<file path="config.mk">
export PLATFORM = sky130hd
export DESIGN_NAME = sorted_table_engine_flat
export DESIGN_NICKNAME = d
export VERILOG_FILES = /design/src/rtl/sorted_table_engine_if.sv /design/src/rtl/sorted_table_engine.sv /design/src/flat_wrapper.sv
export SDC_FILE = /design/constraint.sdc
export NUM_CORES = 1
export LEC_CHECK = 0
export CAP_MARGIN = 10
export CORE_ASPECT_RATIO = 1.25
export CORE_MARGIN = 1.5
export CORE_UTILIZATION = 40
export DETAILED_ROUTE_END_ITERATION = 16
export PLACE_DENSITY_LB_ADDON = 0.1
export SLEW_MARGIN = 20
export SYNTH_ARGS = -nofsm -noshare
export SYNTH_HDL_FRONTEND = slang
export SYNTH_SLANG_ARGS = --single-unit
</file>
<file path="constraint.sdc">
create_clock -name clk -period 14.38 [get_ports clk]
set_input_delay 2.876 -clock clk [delete_from_list [all_inputs] [get_ports clk]]
set_output_delay 2.876 -clock clk [all_outputs]
set_load 0.02 [all_outputs]
</file>
<file path="src/rtl/sorted_table_engine_if.sv">
`default_nettype none
// ============================================================================
// Module      : sorted_table_engine_if
// Description : Command/result bundle between the operator controls and the
//               sorted_table_engine operation core.
//               master : drives OpRegIn/LoadOpReg/OpCodeIn/Execute,
//                        observes OpReg/ShowOpReg/OpCode/ShowOpCode/
//                        OpResult/Busy.
//               slave  : the engine side (directions reversed).
// Revision    : 1.0 - initial release
// ============================================================================
interface sorted_table_engine_if;
   logic [7:0]  OpRegIn;     // operand from switches
   logic        LoadOpReg;   // one-cycle pulse: latch OpRegIn
   logic [2:0]  OpCodeIn;    // command select
   logic        Execute;     // one-cycle pulse: latch OpCodeIn and run it
   logic [7:0]  OpReg;       // latched operand
   logic        ShowOpReg;   // pulse the cycle after an accepted load
   logic [2:0]  OpCode;      // latched command
   logic        ShowOpCode;  // pulse the cycle after an accepted execute
   logic [23:0] OpResult;    // {status, 4'h0, index, value}
   logic        Busy;        // command in progress

   modport master (
      output OpRegIn, LoadOpReg, OpCodeIn, Execute,
      input  OpReg, ShowOpReg, OpCode, ShowOpCode, OpResult, Busy
   );

   modport slave (
      input  OpRegIn, LoadOpReg, OpCodeIn, Execute,
      output OpReg, ShowOpReg, OpCode, ShowOpCode, OpResult, Busy
   );
endinterface
`default_nettype wire

</file>
<file path="src/rtl/sorted_table_engine.sv">
`default_nettype none
// ============================================================================
// Module      : sorted_table_engine
// Description : Holds a sorted, duplicate-free table of 8-bit keys and runs
//               clear/insert/delete/search/read/count/min/max commands on the
//               latched operand. Key lookups use a one-probe-per-cycle binary
//               search; insert/delete move one entry per cycle.
// Ports       : clk  - system clock
//               rst  - asynchronous active-high reset
//               bus  - sorted_table_engine_if.slave (operand/command inputs,
//                      display outputs, result word and Busy)
// Revision    : 1.0 - initial release
// ============================================================================
module sorted_table_engine #(
   parameter int DEPTH = 16
) (
   input  wire logic             clk,
   input  wire logic             rst,
   sorted_table_engine_if.slave  bus
);

   localparam int AW = $clog2(DEPTH);

   localparam logic [1:0] c_S_IDLE   = 2'd0;
   localparam logic [1:0] c_S_SEARCH = 2'd1;
   localparam logic [1:0] c_S_SHIFT  = 2'd2;
   localparam logic [1:0] c_S_DONE   = 2'd3;

   localparam logic [2:0] c_CMD_CLEAR  = 3'd0;
   localparam logic [2:0] c_CMD_INSERT = 3'd1;
   localparam logic [2:0] c_CMD_DELETE = 3'd2;
   localparam logic [2:0] c_CMD_SEARCH = 3'd3;
   localparam logic [2:0] c_CMD_READ   = 3'd4;
   localparam logic [2:0] c_CMD_COUNT  = 3'd5;
   localparam logic [2:0] c_CMD_MIN    = 3'd6;
   localparam logic [2:0] c_CMD_MAX    = 3'd7;

   localparam logic [3:0] c_STAT_NOTFOUND = 4'hF;
   localparam logic [3:0] c_STAT_FULL     = 4'hE;
   localparam logic [3:0] c_STAT_DUP      = 4'hD;
   localparam logic [3:0] c_STAT_BADIDX   = 4'hC;
   localparam logic [3:0] c_STAT_EMPTY    = 4'hB;

   localparam logic [AW:0] c_ONE  = (AW+1)'(1);
   localparam logic [AW:0] c_FULL = (AW+1)'(DEPTH);

   // ------------------------------------------------------------------------
   // State
   // ------------------------------------------------------------------------
   logic [1:0]  r_state;
   logic [7:0]  r_op_reg;
   logic [2:0]  r_op_code;
   logic        r_show_op_reg;
   logic        r_show_op_code;
   logic        r_busy;
   logic [23:0] r_result;
   logic [23:0] r_pend;          // result staged until the DONE edge
   logic [7:0]  r_tbl [DEPTH];
   logic [AW:0] r_count;
   logic [AW:0] r_lo;
   logic [AW:0] r_hi;
   logic [AW:0] r_pos;           // insert position
   logic [AW:0] r_ptr;           // shift cursor

   // Zero-extend an index/count to the 8-bit index field.
   function automatic logic [7:0] ext8(input logic [AW:0] v);
      logic [7:0] r;
      r       = '0;
      r[AW:0] = v;
      return r;
   endfunction

   // ------------------------------------------------------------------------
   // Combinational helpers
   // ------------------------------------------------------------------------
   logic [7:0]  w_key;           // operand as seen by a command issued now
   logic [7:0]  w_count8;
   logic [AW:0] w_last;
   logic [AW:0] w_mid;
   logic [7:0]  w_probe;
   logic        w_lt;
   logic        w_eq;
   logic [AW:0] w_nlo;
   logic [AW:0] w_nhi;
   logic        w_exit;
   logic        w_found;
   logic [AW:0] w_pos;
   logic [AW:0] w_ptr_dn;
   logic [AW:0] w_ptr_up;
   logic [23:0] w_quick;         // result of commands needing no search
   logic        w_is_lookup;

   // A load in the same cycle as an execute lands first.
   assign w_key    = bus.LoadOpReg ? bus.OpRegIn : r_op_reg;
   assign w_count8 = ext8(r_count);
   assign w_last   = r_count - c_ONE;
   assign w_ptr_dn = r_ptr - c_ONE;
   assign w_ptr_up = r_ptr + c_ONE;

   assign w_is_lookup = (bus.OpCodeIn == c_CMD_INSERT) ||
                        (bus.OpCodeIn == c_CMD_DELETE) ||
                        (bus.OpCodeIn == c_CMD_SEARCH);

   // Binary-search probe. Written as lo + (hi-lo)/2 so the sum never needs
   // an extra carry bit; the value equals (lo+hi)>>1.
   always_comb begin
      w_mid   = r_lo + ((r_hi - r_lo) >> 1);
      w_probe = r_tbl[w_mid[AW-1:0]];
      w_lt    = (w_probe < r_op_reg);
      w_eq    = (w_probe == r_op_reg);
      w_nlo   = w_lt ? (w_mid + c_ONE) : r_lo;
      w_nhi   = w_lt ? r_hi : w_mid;
      // lo==hi on entry only happens for an empty table: exit without probing.
      // Otherwise exit on a hit or when the updated window collapses, so the
      // last probe and the exit share one cycle.
      w_exit  = (r_lo == r_hi) || w_eq || (w_nlo == w_nhi);
      w_found = (r_lo != r_hi) && w_eq;
      if (r_lo == r_hi) begin
         w_pos = r_lo;
      end else if (w_eq) begin
         w_pos = w_mid;
      end else begin
         w_pos = w_nlo;
      end
   end

   always_comb begin
      w_quick = '0;
      case (bus.OpCodeIn)
         c_CMD_READ: begin
            if (w_key >= w_count8) begin
               w_quick = {c_STAT_BADIDX, 20'h0};
            end else begin
               w_quick = {8'h00, ext8({1'b0, w_key[AW-1:0]}), r_tbl[w_key[AW-1:0]]};
            end
         end
         c_CMD_COUNT: w_quick = {8'h00, w_count8, 8'h00};
         c_CMD_MIN: begin
            if (r_count == '0) begin
               w_quick = {c_STAT_EMPTY, 20'h0};
            end else begin
               w_quick = {8'h00, 8'h00, r_tbl[0]};
            end
         end
         c_CMD_MAX: begin
            if (r_count == '0) begin
               w_quick = {c_STAT_EMPTY, 20'h0};
            end else begin
               w_quick = {8'h00, ext8(w_last), r_tbl[w_last[AW-1:0]]};
            end
         end
         default: w_quick = '0;
      endcase
   end

   // ------------------------------------------------------------------------
   // Sequencer
   // ------------------------------------------------------------------------
   always_ff @(posedge clk or posedge rst) begin
      if (rst) begin
         r_state        <= c_S_IDLE;
         r_op_reg       <= '0;
         r_op_code      <= '0;
         r_show_op_reg  <= 1'b0;
         r_show_op_code <= 1'b0;
         r_busy         <= 1'b0;
         r_result       <= '0;
         r_pend         <= '0;
         r_count        <= '0;
         r_lo           <= '0;
         r_hi           <= '0;
         r_pos          <= '0;
         r_ptr          <= '0;
         for (int i = 0; i < DEPTH; i++) begin
            r_tbl[i] <= '0;
         end
      end else begin
         r_show_op_reg  <= 1'b0;
         r_show_op_code <= 1'b0;
         case (r_state)
            c_S_IDLE: begin
               if (bus.LoadOpReg) begin
                  r_op_reg      <= bus.OpRegIn;
                  r_show_op_reg <= 1'b1;
               end
               if (bus.Execute) begin
                  r_op_code      <= bus.OpCodeIn;
                  r_show_op_code <= 1'b1;
                  r_busy         <= 1'b1;
                  r_pend         <= w_quick;
                  if (w_is_lookup) begin
                     r_lo    <= '0;
                     r_hi    <= r_count;
                     r_state <= c_S_SEARCH;
                  end else begin
                     if (bus.OpCodeIn == c_CMD_CLEAR) begin
                        r_count <= '0;
                     end
                     r_state <= c_S_DONE;
                  end
               end
            end

            c_S_SEARCH: begin
               if (w_exit) begin
                  case (r_op_code)
                     c_CMD_INSERT: begin
                        // Duplicate check precedes the full check.
                        if (w_found) begin
                           r_pend  <= {c_STAT_DUP, 4'h0, ext8(w_pos), r_op_reg};
                           r_state <= c_S_DONE;
                        end else if (r_count == c_FULL) begin
                           r_pend  <= {c_STAT_FULL, 20'h0};
                           r_state <= c_S_DONE;
                        end else begin
                           r_pend  <= {8'h00, ext8(w_pos), r_op_reg};
                           r_pos   <= w_pos;
                           r_ptr   <= r_count;
                           r_state <= c_S_SHIFT;
                        end
                     end
                     c_CMD_DELETE: begin
                        if (w_found) begin
                           r_pend  <= {8'h00, ext8(w_pos), r_op_reg};
                           r_ptr   <= w_pos;
                           r_state <= c_S_SHIFT;
                        end else begin
                           r_pend  <= (r_count == '0) ? {c_STAT_EMPTY, 20'h0}
                                                      : {c_STAT_NOTFOUND, 20'h0};
                           r_state <= c_S_DONE;
                        end
                     end
                     default: begin
                        if (w_found) begin
                           r_pend <= {8'h00, ext8(w_pos), r_op_reg};
                        end else if (r_count == '0) begin
                           r_pend <= {c_STAT_EMPTY, 20'h0};
                        end else begin
                           // A failed search still reports where the key would go.
                           r_pend <= {c_STAT_NOTFOUND, 4'h0, ext8(w_pos), 8'h00};
                        end
                        r_state <= c_S_DONE;
                     end
                  endcase
               end else begin
                  r_lo <= w_nlo;
                  r_hi <= w_nhi;
               end
            end

            c_S_SHIFT: begin
               if (r_op_code == c_CMD_INSERT) begin
                  // Open a hole at r_pos by walking down from the top.
                  if (r_ptr == r_pos) begin
                     r_tbl[r_pos[AW-1:0]] <= r_op_reg;
                     r_count              <= r_count + c_ONE;
                     r_state              <= c_S_DONE;
                  end else begin
                     r_tbl[r_ptr[AW-1:0]] <= r_tbl[w_ptr_dn[AW-1:0]];
                     r_ptr                <= w_ptr_dn;
                  end
               end else begin
                  // Close the hole at the deleted slot by walking upward.
                  if (w_ptr_up < r_count) begin
                     r_tbl[r_ptr[AW-1:0]] <= r_tbl[w_ptr_up[AW-1:0]];
                     r_ptr                <= w_ptr_up;
                  end else begin
                     r_count <= r_count - c_ONE;
                     r_state <= c_S_DONE;
                  end
               end
            end

            c_S_DONE: begin
               r_result <= r_pend;
               r_busy   <= 1'b0;
               r_state  <= c_S_IDLE;
            end

            default: r_state <= c_S_IDLE;
         endcase
      end
   end

   assign bus.OpReg      = r_op_reg;
   assign bus.ShowOpReg  = r_show_op_reg;
   assign bus.OpCode     = r_op_code;
   assign bus.ShowOpCode = r_show_op_code;
   assign bus.OpResult   = r_result;
   assign bus.Busy       = r_busy;

endmodule
`default_nettype wire

</file>
<file path="src/flat_wrapper.sv">
// flat-port wrapper written by rule: the top's interface ports become plain ports
module sorted_table_engine_flat 
#(
   parameter int DEPTH = 16
)
  (clk, rst, bus_OpRegIn, bus_LoadOpReg, bus_OpCodeIn, bus_Execute, bus_OpReg, bus_ShowOpReg, bus_OpCode, bus_ShowOpCode, bus_OpResult, bus_Busy);
  sorted_table_engine_if bus_i ();
  input  wire logic clk;
  input  wire logic rst;
  input wire logic [$bits(bus_i.OpRegIn)-1:0] bus_OpRegIn;
  input wire logic [$bits(bus_i.LoadOpReg)-1:0] bus_LoadOpReg;
  input wire logic [$bits(bus_i.OpCodeIn)-1:0] bus_OpCodeIn;
  input wire logic [$bits(bus_i.Execute)-1:0] bus_Execute;
  output wire logic [$bits(bus_i.OpReg)-1:0] bus_OpReg;
  output wire logic [$bits(bus_i.ShowOpReg)-1:0] bus_ShowOpReg;
  output wire logic [$bits(bus_i.OpCode)-1:0] bus_OpCode;
  output wire logic [$bits(bus_i.ShowOpCode)-1:0] bus_ShowOpCode;
  output wire logic [$bits(bus_i.OpResult)-1:0] bus_OpResult;
  output wire logic [$bits(bus_i.Busy)-1:0] bus_Busy;
  assign bus_i.OpRegIn = bus_OpRegIn;
  assign bus_i.LoadOpReg = bus_LoadOpReg;
  assign bus_i.OpCodeIn = bus_OpCodeIn;
  assign bus_i.Execute = bus_Execute;
  assign bus_OpReg = bus_i.OpReg;
  assign bus_ShowOpReg = bus_i.ShowOpReg;
  assign bus_OpCode = bus_i.OpCode;
  assign bus_ShowOpCode = bus_i.ShowOpCode;
  assign bus_OpResult = bus_i.OpResult;
  assign bus_Busy = bus_i.Busy;
  sorted_table_engine #(.DEPTH(DEPTH)) u_core (.clk(clk), .rst(rst), .bus(bus_i));
endmodule
</file>
==> results of run 1 <==
[metal layers]
layer	up-vias	global-route usage [%]	part of all wire (%)
met4	0	23.4	8.8
met5	-	0	0
li1	6975	-	-
met1	8032	39.7	36
met2	1004	52.8	46
met3	273	6.54	9.2
[cell type report]
class / instances / area share, %
tap: 559 / 3.67
clock buffer: 28 / 3.45
inverter: 46 / 0.945
multi-input combinational: 1441 / 59.6
sequential: 203 / 26.7
timing repair buffer: 96 / 4.37
clock inverter: 18 / 1.27
[cell families (layout without fill, tap and decap cells)]
logic type,after synthesis,after routing
AO/OA/AOI/OAI,601,601
XOR/XNOR,37,37
adder cells (fa/ha/maj),40,40
buffers and inverters,217,188
flip-flops,203,203
multiplexers,215,215
other,1,7
AND/OR/NAND/NOR,541,541
[synth_stat cells, types with 6 or more instances]
master and number:
a211oi_1 10, a21o_1 10, a21oi_1 159, a222oi_1 10
a22oi_1 6, a2bb2oi_1 8, a31oi_1 15, and3_1 20
buf_1 23, buf_2 41, buf_4 9, clkbuf_1 98
dfrtp_1 203, ha_1 38, inv_1 44, mux2_2 31
mux2i_1 15, mux4_2 168, nand2_1 310, nand2b_1 14
nand3_1 56, nand4_1 7, nor2_1 40, nor2b_1 16
nor3_1 45, nor3_2 6, o211ai_1 6, o21ai_0 164
o21ai_1 40, o22a_1 35, o22ai_1 103, xnor2_1 24
xor2_1 11
[stage by stage]
step	cell area [µm²]	cells	util (%)	setup WS (ns)	hold slack (ns)
after floorplan	17200	1861	-	5.96	0.444
after global placement	18100	2345	42.9	7.24	0.460
after detailed placement	18100	2345	42.9	7.15	0.464
after CTS	19000	2391	45.1	7.47	0.481
after global routing	19100	2391	45.1	7.07	0.499
final	19100	2391	45.1	7.39	0.477
[worst max-delay path: cells and delay by family (launching register included)]
| kind | cells | cell delay [ns] |
|---|---|---|
| muxes | 3 | 1.41 |
| adders and majority gates | 4 | 1.43 |
| and+or+nand+nor | 2 | 0.68 |
| xor gates and xnor gates | 2 | 0.39 |
| AOI/OAI and AO/OA | 4 | 1.53 |
| buffers and inverters | 4 | 0.87 |
| DFF | 1 | 0.49 |
[state kept, by name (all words and copies together), names as in the netlist]
register	count
u_core.r_lo	5
u_core.r_count	5
u_core.bus.ShowOpCode	1
u_core.r_ptr	5
u_core.r_pos	5
u_core.bus.OpCode	3
u_core.bus.OpResult	17
u_core.r_pend	17
u_core.r_tbl	128
u_core.bus.Busy	1
u_core.r_state	2
u_core.bus.ShowOpReg	1
u_core.r_hi	5
u_core.bus.OpReg	8
[power groups by stage]
stage                     Sequential [W]  Combinational [W]  Clock (W)
after floorplan                 0.000806            0.00222          0
after global placement          0.000841            0.00336          0
after detailed placement        0.000844            0.00339          0
after CTS                       0.000834            0.00340   0.000711
after global routing            0.000850            0.00365   0.000731
final                           0.000837            0.00347   0.000697
[path summary, 6_finish.rpt]
| path | end | startpoint |
|---|---|---|
| setup / recovery | u_core.r_pend[9] | u_core.r_lo[0] |
| hold / removal | u_core.r_pend[22] | u_core.r_pend[22] |
| setup reg to reg | u_core.r_pend[9] | u_core.r_lo[0] |
| hold reg to reg | u_core.r_pend[22] | u_core.r_pend[22] |
| max in group asynchronous | u_core.r_tbl[10] | rst |
| min in group asynchronous | u_core.r_lo[2] | rst |
==> results.sh, run 1 <==
export IMPL_drt_initial_drc_count=1606
export IMPL_layout_commonest_cell="nand2_1"
export IMPL_wirelength_um=72800
export IMPL_p_int_w=0.00228
export IMPL_die_area_um2=44200
export IMPL_viasPerCell=6.81
export IMPL_grt_use_total_pct=33.0
export IMPL_antenna_found_initial=1
export IMPL_end_kind="register"
export IMPL_relSlewSlack_pct=17.8
export IMPL_clkLatencyLatePin_ns=0.57
export IMPL_final_cell_mix="309 x nand2_1, 201 x dfrtp_1, 168 x mux4_2"
export IMPL_boundaryPins=53
export IMPL_final_hold_violation_count=0
export IMPL_cts_sinks=203
export IMPL_synth_area_um2=17200
export IMPL_cts_resized=0
export IMPL_cts_buffer_depth=3
export IMPL_power_density_nw_per_um2=262
export IMPL_regArea_um2=5080
export IMPL_dp_hpwl_um=51900
export IMPL_synth_mux_area_share_pct=25.0
export IMPL_cts_hold_buf=0
export IMPL_tightest_slew_ns=1.23
export IMPL_synth_warnings=0
export IMPL_synth_xor_area_share_pct=2.01
export IMPL_num_vias=16300
export IMPL_ys_top_cells_by_area="dfrtp_1 30%, mux4_2 22%, nand2_1 6.8%"
export IMPL_cts_tree="built"
export IMPL_fmaxAchievable_mhz=143
export IMPL_synth_top_family_by_area="multiplexers"
export IMPL_yosysSeqAreaShare_pct=29.6
export IMPL_layout_nets=1868
export IMPL_grt_max_degree=75
export IMPL_synth_top_area_cell="dfrtp_1"
export IMPL_switching_share_pct=54.5
export IMPL_p_leak_nw=7.02
export IMPL_drive_gt1_share_pct=19.0
export IMPL_critical_path_max_fanout=37
export IMPL_yosys_area_share_simple_pct=14.3
export IMPL_slew_viol_final=0
export IMPL_synth_edf_count=0
export IMPL_rsz0062_at_grt="false"
export IMPL_outcome="complete, no violations"
export IMPL_finalCriticalPeriod_ns=6.99
export IMPL_h_tree_depth=1
export IMPL_fillers=4139
export IMPL_grt_pass1_wl_um=107000
export IMPL_die_x_um=188
export IMPL_cts_root_buf="clkbuf_16"
export IMPL_synth_compound_area_share_pct=20.9
export IMPL_syn_inst=1855
export IMPL_reg2reg_depth=19
export IMPL_path_class="reg -> reg"
export IMPL_n_antenna_cell=0
export IMPL_ys_types=69
export IMPL_crit_chain="ha_1 -> inv_1 -> fa_1 -> xor2_1 -> inv_1 -> fa_2 -> buf_4 -> mux4_2 -> mux4_2 -> ha_1 -> a211oi_1 -> nor2_1 -> or3_1 -> o31ai_2 -> xnor2_1 -> a311oi_2 -> buf_4 -> a211o_1 -> mux2_2"
export IMPL_multi_input_area_um2=11400
export IMPL_ys_async_sr_fraction_pct=100
export IMPL_p_total_w=0.00500
export IMPL_fin_worst_skew_ns=0.0231
export IMPL_io_buffers=45
export IMPL_synthToLayoutAreaGrowth_pct=10.9
export IMPL_initial_core_util_pct=40.7
export IMPL_p_switching_w=0.00272
export IMPL_hold_path_class="reg -> reg"
export IMPL_p_clk_share_pct=13.9
export IMPL_cp_arrival_ns=7.42
export IMPL_cts_made_buffers=25
export IMPL_clk_pin_slew_ns=0.06
export IMPL_overflow=0
export IMPL_whs_path_depth=1
export IMPL_syn_avg_cell_area_um2=9.26
export IMPL_max_cap_violations=0
export IMPL_ys_seq_elements=203
export IMPL_gp_congestion=0.992
export IMPL_first_pass_iters=8
export IMPL_cts_setup_buffers=0
export IMPL_finalSetupViolCount=0
export IMPL_crit_path_max_incr_delay_ns=0.72
export IMPL_die_y_um=235
export IMPL_wl_per_cell_um=30.5
export IMPL_postRouteAntennaNets=0
export IMPL_synth_fa_ha_area_share_pct=3.00
export IMPL_rows=84
export IMPL_tns_ns=0
export IMPL_reg2reg_slack_ns=7.39
export IMPL_peakVddDrop_v=0.000551
export IMPL_p_comb_share_pct=69.3
export IMPL_drcViolationCount=0
export IMPL_cp_slowest_cell="a211o_1"
export IMPL_yosysTopAreaCellShare_pct=29.6
export IMPL_finalCritPeriodShare_pct=48.6
export IMPL_required_ns=14.82
export IMPL_grt_pass1_vias=15500
export IMPL_cp_start_kind="register"
export IMPL_design_core_area_um2=42300
export IMPL_ys_flop_type="dfrtp_1"
export IMPL_pwr_share_seq_pct=16.7
(Power assumes the default switching activity.)
==> inputs of run 2 (changes only) <==
Clock period 14.38 ns to 7.3 ns, I/O delays scaled along.
==> results.sh, run 2 (synthesis results as in run 1) <==
export IMPL_drt_initial_drc_count=1604
export IMPL_min_to="u_core.r_pend[7]"
export IMPL_cts_setup_buffers=0
export IMPL_worst_r2r_endpoint="u_core.r_lo[1]"
export IMPL_hp_start="u_core.r_pend[7]"
export IMPL_h_tree_depth=1
export IMPL_grt_max_degree=104
export IMPL_regMostFlops="u_core.r_tbl"
export IMPL_max_cap_violations=0
export IMPL_cts_resized=0
export IMPL_reg2reg_slack_ns=0.59
export IMPL_fin_util_pct=45.2
export IMPL_overflow=0
export IMPL_final_cell_mix="309 x nand2_1, 201 x dfrtp_1, 168 x mux4_2"
export IMPL_cp_slowest_cell="fa_2"
export IMPL_peakVddDrop_v=0.000579
export IMPL_whs_path_depth=2
export IMPL_place_area_um2=18100
export IMPL_cts_tree="built"
export IMPL_required_ns=7.75
export IMPL_p_total_w=0.00996
export IMPL_clkLatencyLatePin_ns=0.57
export IMPL_io_buffers=45
export IMPL_grt_use_total_pct=33.4
export IMPL_gp_congestion=0.999
export IMPL_finalCriticalPeriod_ns=6.71
export IMPL_cp_arrival_ns=7.16
export IMPL_grt_pass1_wl_um=109000
export IMPL_drcViolationCount=0
export IMPL_hold_path_class="reg -> reg"
export IMPL_layout_commonest_cell="nand2_1"
export IMPL_die_area_um2=44200
export IMPL_end_kind="register"
export IMPL_finalSetupViolCount=0
export IMPL_die_y_um=235
export IMPL_hold_slack_ns=0.475
export IMPL_first_pass_iters=7
export IMPL_reg2reg_depth=20
export IMPL_fin_worst_skew_ns=0.00944
export IMPL_wirelength_um=74100
export IMPL_crit_chain="ha_1 -> inv_1 -> fa_1 -> ha_2 -> inv_1 -> fa_2 -> buf_4 -> mux4_2 -> mux4_2 -> ha_1 -> nand4_1 -> a211oi_1 -> or3_1 -> o31ai_2 -> xnor2_1 -> a311oi_2 -> buf_4 -> nand2_1 -> a21o_1 -> a22o_1"
export IMPL_layout_nets=1866
export IMPL_critical_path_top_delay_family="adder cells"
export IMPL_relSlewSlack_pct=18.3
export IMPL_viasPerCell=6.81
export IMPL_power_density_nw_per_um2=521
export IMPL_finalCritPeriodShare_pct=92.0
export IMPL_num_vias=16300
export IMPL_cts_buffer_depth=3
export IMPL_rows=84
export IMPL_p_leak_nw=7.02
export IMPL_critical_path_max_fanout=27
export IMPL_boundaryPins=53
export IMPL_grt_pass1_vias=15800
export IMPL_drive_gt1_share_pct=18.6
export IMPL_clk_pin_slew_ns=0.06
export IMPL_cts_made_buffers=25
export IMPL_crit_path_max_incr_delay_ns=1.10
export IMPL_synthToLayoutAreaGrowth_pct=11.2
export IMPL_crit_buf_inv=4
export IMPL_tightest_slew_ns=1.22
export IMPL_dp_hpwl_um=52200
export IMPL_cp_start_kind="register"
export IMPL_postRouteAntennaNets=0
export IMPL_die_x_um=188
export IMPL_rsz0062_at_grt="false"
export IMPL_wl_per_cell_um=31.0
export IMPL_antenna_found_initial=1
export IMPL_stdcell_area_um2=19100
export IMPL_path_class="reg -> reg"
export IMPL_initial_core_util_pct=40.7
export IMPL_largest_reg_flops=128
export IMPL_cts_root_buf="clkbuf_16"
export IMPL_fmaxAchievable_mhz=149
export IMPL_slew_viol_final=0
export IMPL_cts_sinks=203
export IMPL_final_hold_violation_count=0
export IMPL_cts_hold_buf=0
export IMPL_outcome="complete, no violations"
export IMPL_reg2reg_from="u_core.r_lo[0]"
export IMPL_tns_ns=0
export IMPL_design_core_area_um2=42300
==> run 2: changes by cell type in the layout (fill, tap and decap cells not counted), sizes merged <==
cell / before / now
clkinvlp: 1 / 0
clkbuf: 28 / 32
clkinv: 11 / 9
bufinv: 5 / 6
buf: 51 / 49
inv: 47 / 45
diode: 0 / 2
==> run 2: worst max path at each step <==
stage	depth (start not counted)	endpoint	start
6_report	20	u_core.r_lo[1]	u_core.r_lo[0]
5_1_grt	20	u_core.r_pend[7]	u_core.r_lo[0]
4_1_cts	20	u_core.r_lo[1]	u_core.r_lo[0]
3_5_place_dp	21	u_core.r_lo[1]	u_core.r_hi[0]
3_3_place_gp	20	u_core.r_lo[2]	u_core.r_lo[0]
2_1_floorplan	1	u_core.bus.Busy	rst
==> run 2: layout make-up <==
cell class              instances  area (µm²)
diodes                          2        5.00
clock buffers                  32         672
clock inverters                14         235
fillers                      4136       23200
inverters                      46         180
multi-input cells            1441       11400
flip-flops and latches        203        5080
well taps                     559         699
repair buffers                 94         843
==> run 2: worst min-delay path, stage by stage (launching register included) <==
cell and delay, ns:
dfrtp_1 0.34, nand2_1 0.04, o21ai_0 0.06
==> run 2: per-stage QoR <==
step,setup WS (ns),cells
2_1_floorplan,0.301,1861
3_3_place_gp,0.794,2343
3_5_place_dp,0.670,2343
4_1_cts,0.638,2389
5_1_grt,0.387,2389
6_report,0.587,2391
==> run 2: power breakdown <==
group	switching [W]	leakage, nW	internal, W
registers	0.000349	2.76	0.00134
logic	0.00449	3.81	0.00238
clock network	0.000541	0.446	0.000863
==> run 2: per-layer routing <==
layer | vias up | track usage [%] | part of all wire, %
li1 | 6962 | - | -
met1 | 8024 | 40.3 | 36
met2 | 1018 | 52.9 | 46
met3 | 288 | 6.56 | 9.4
met4 | 0 | 24.7 | 8.6
met5 | - | 0 | 0
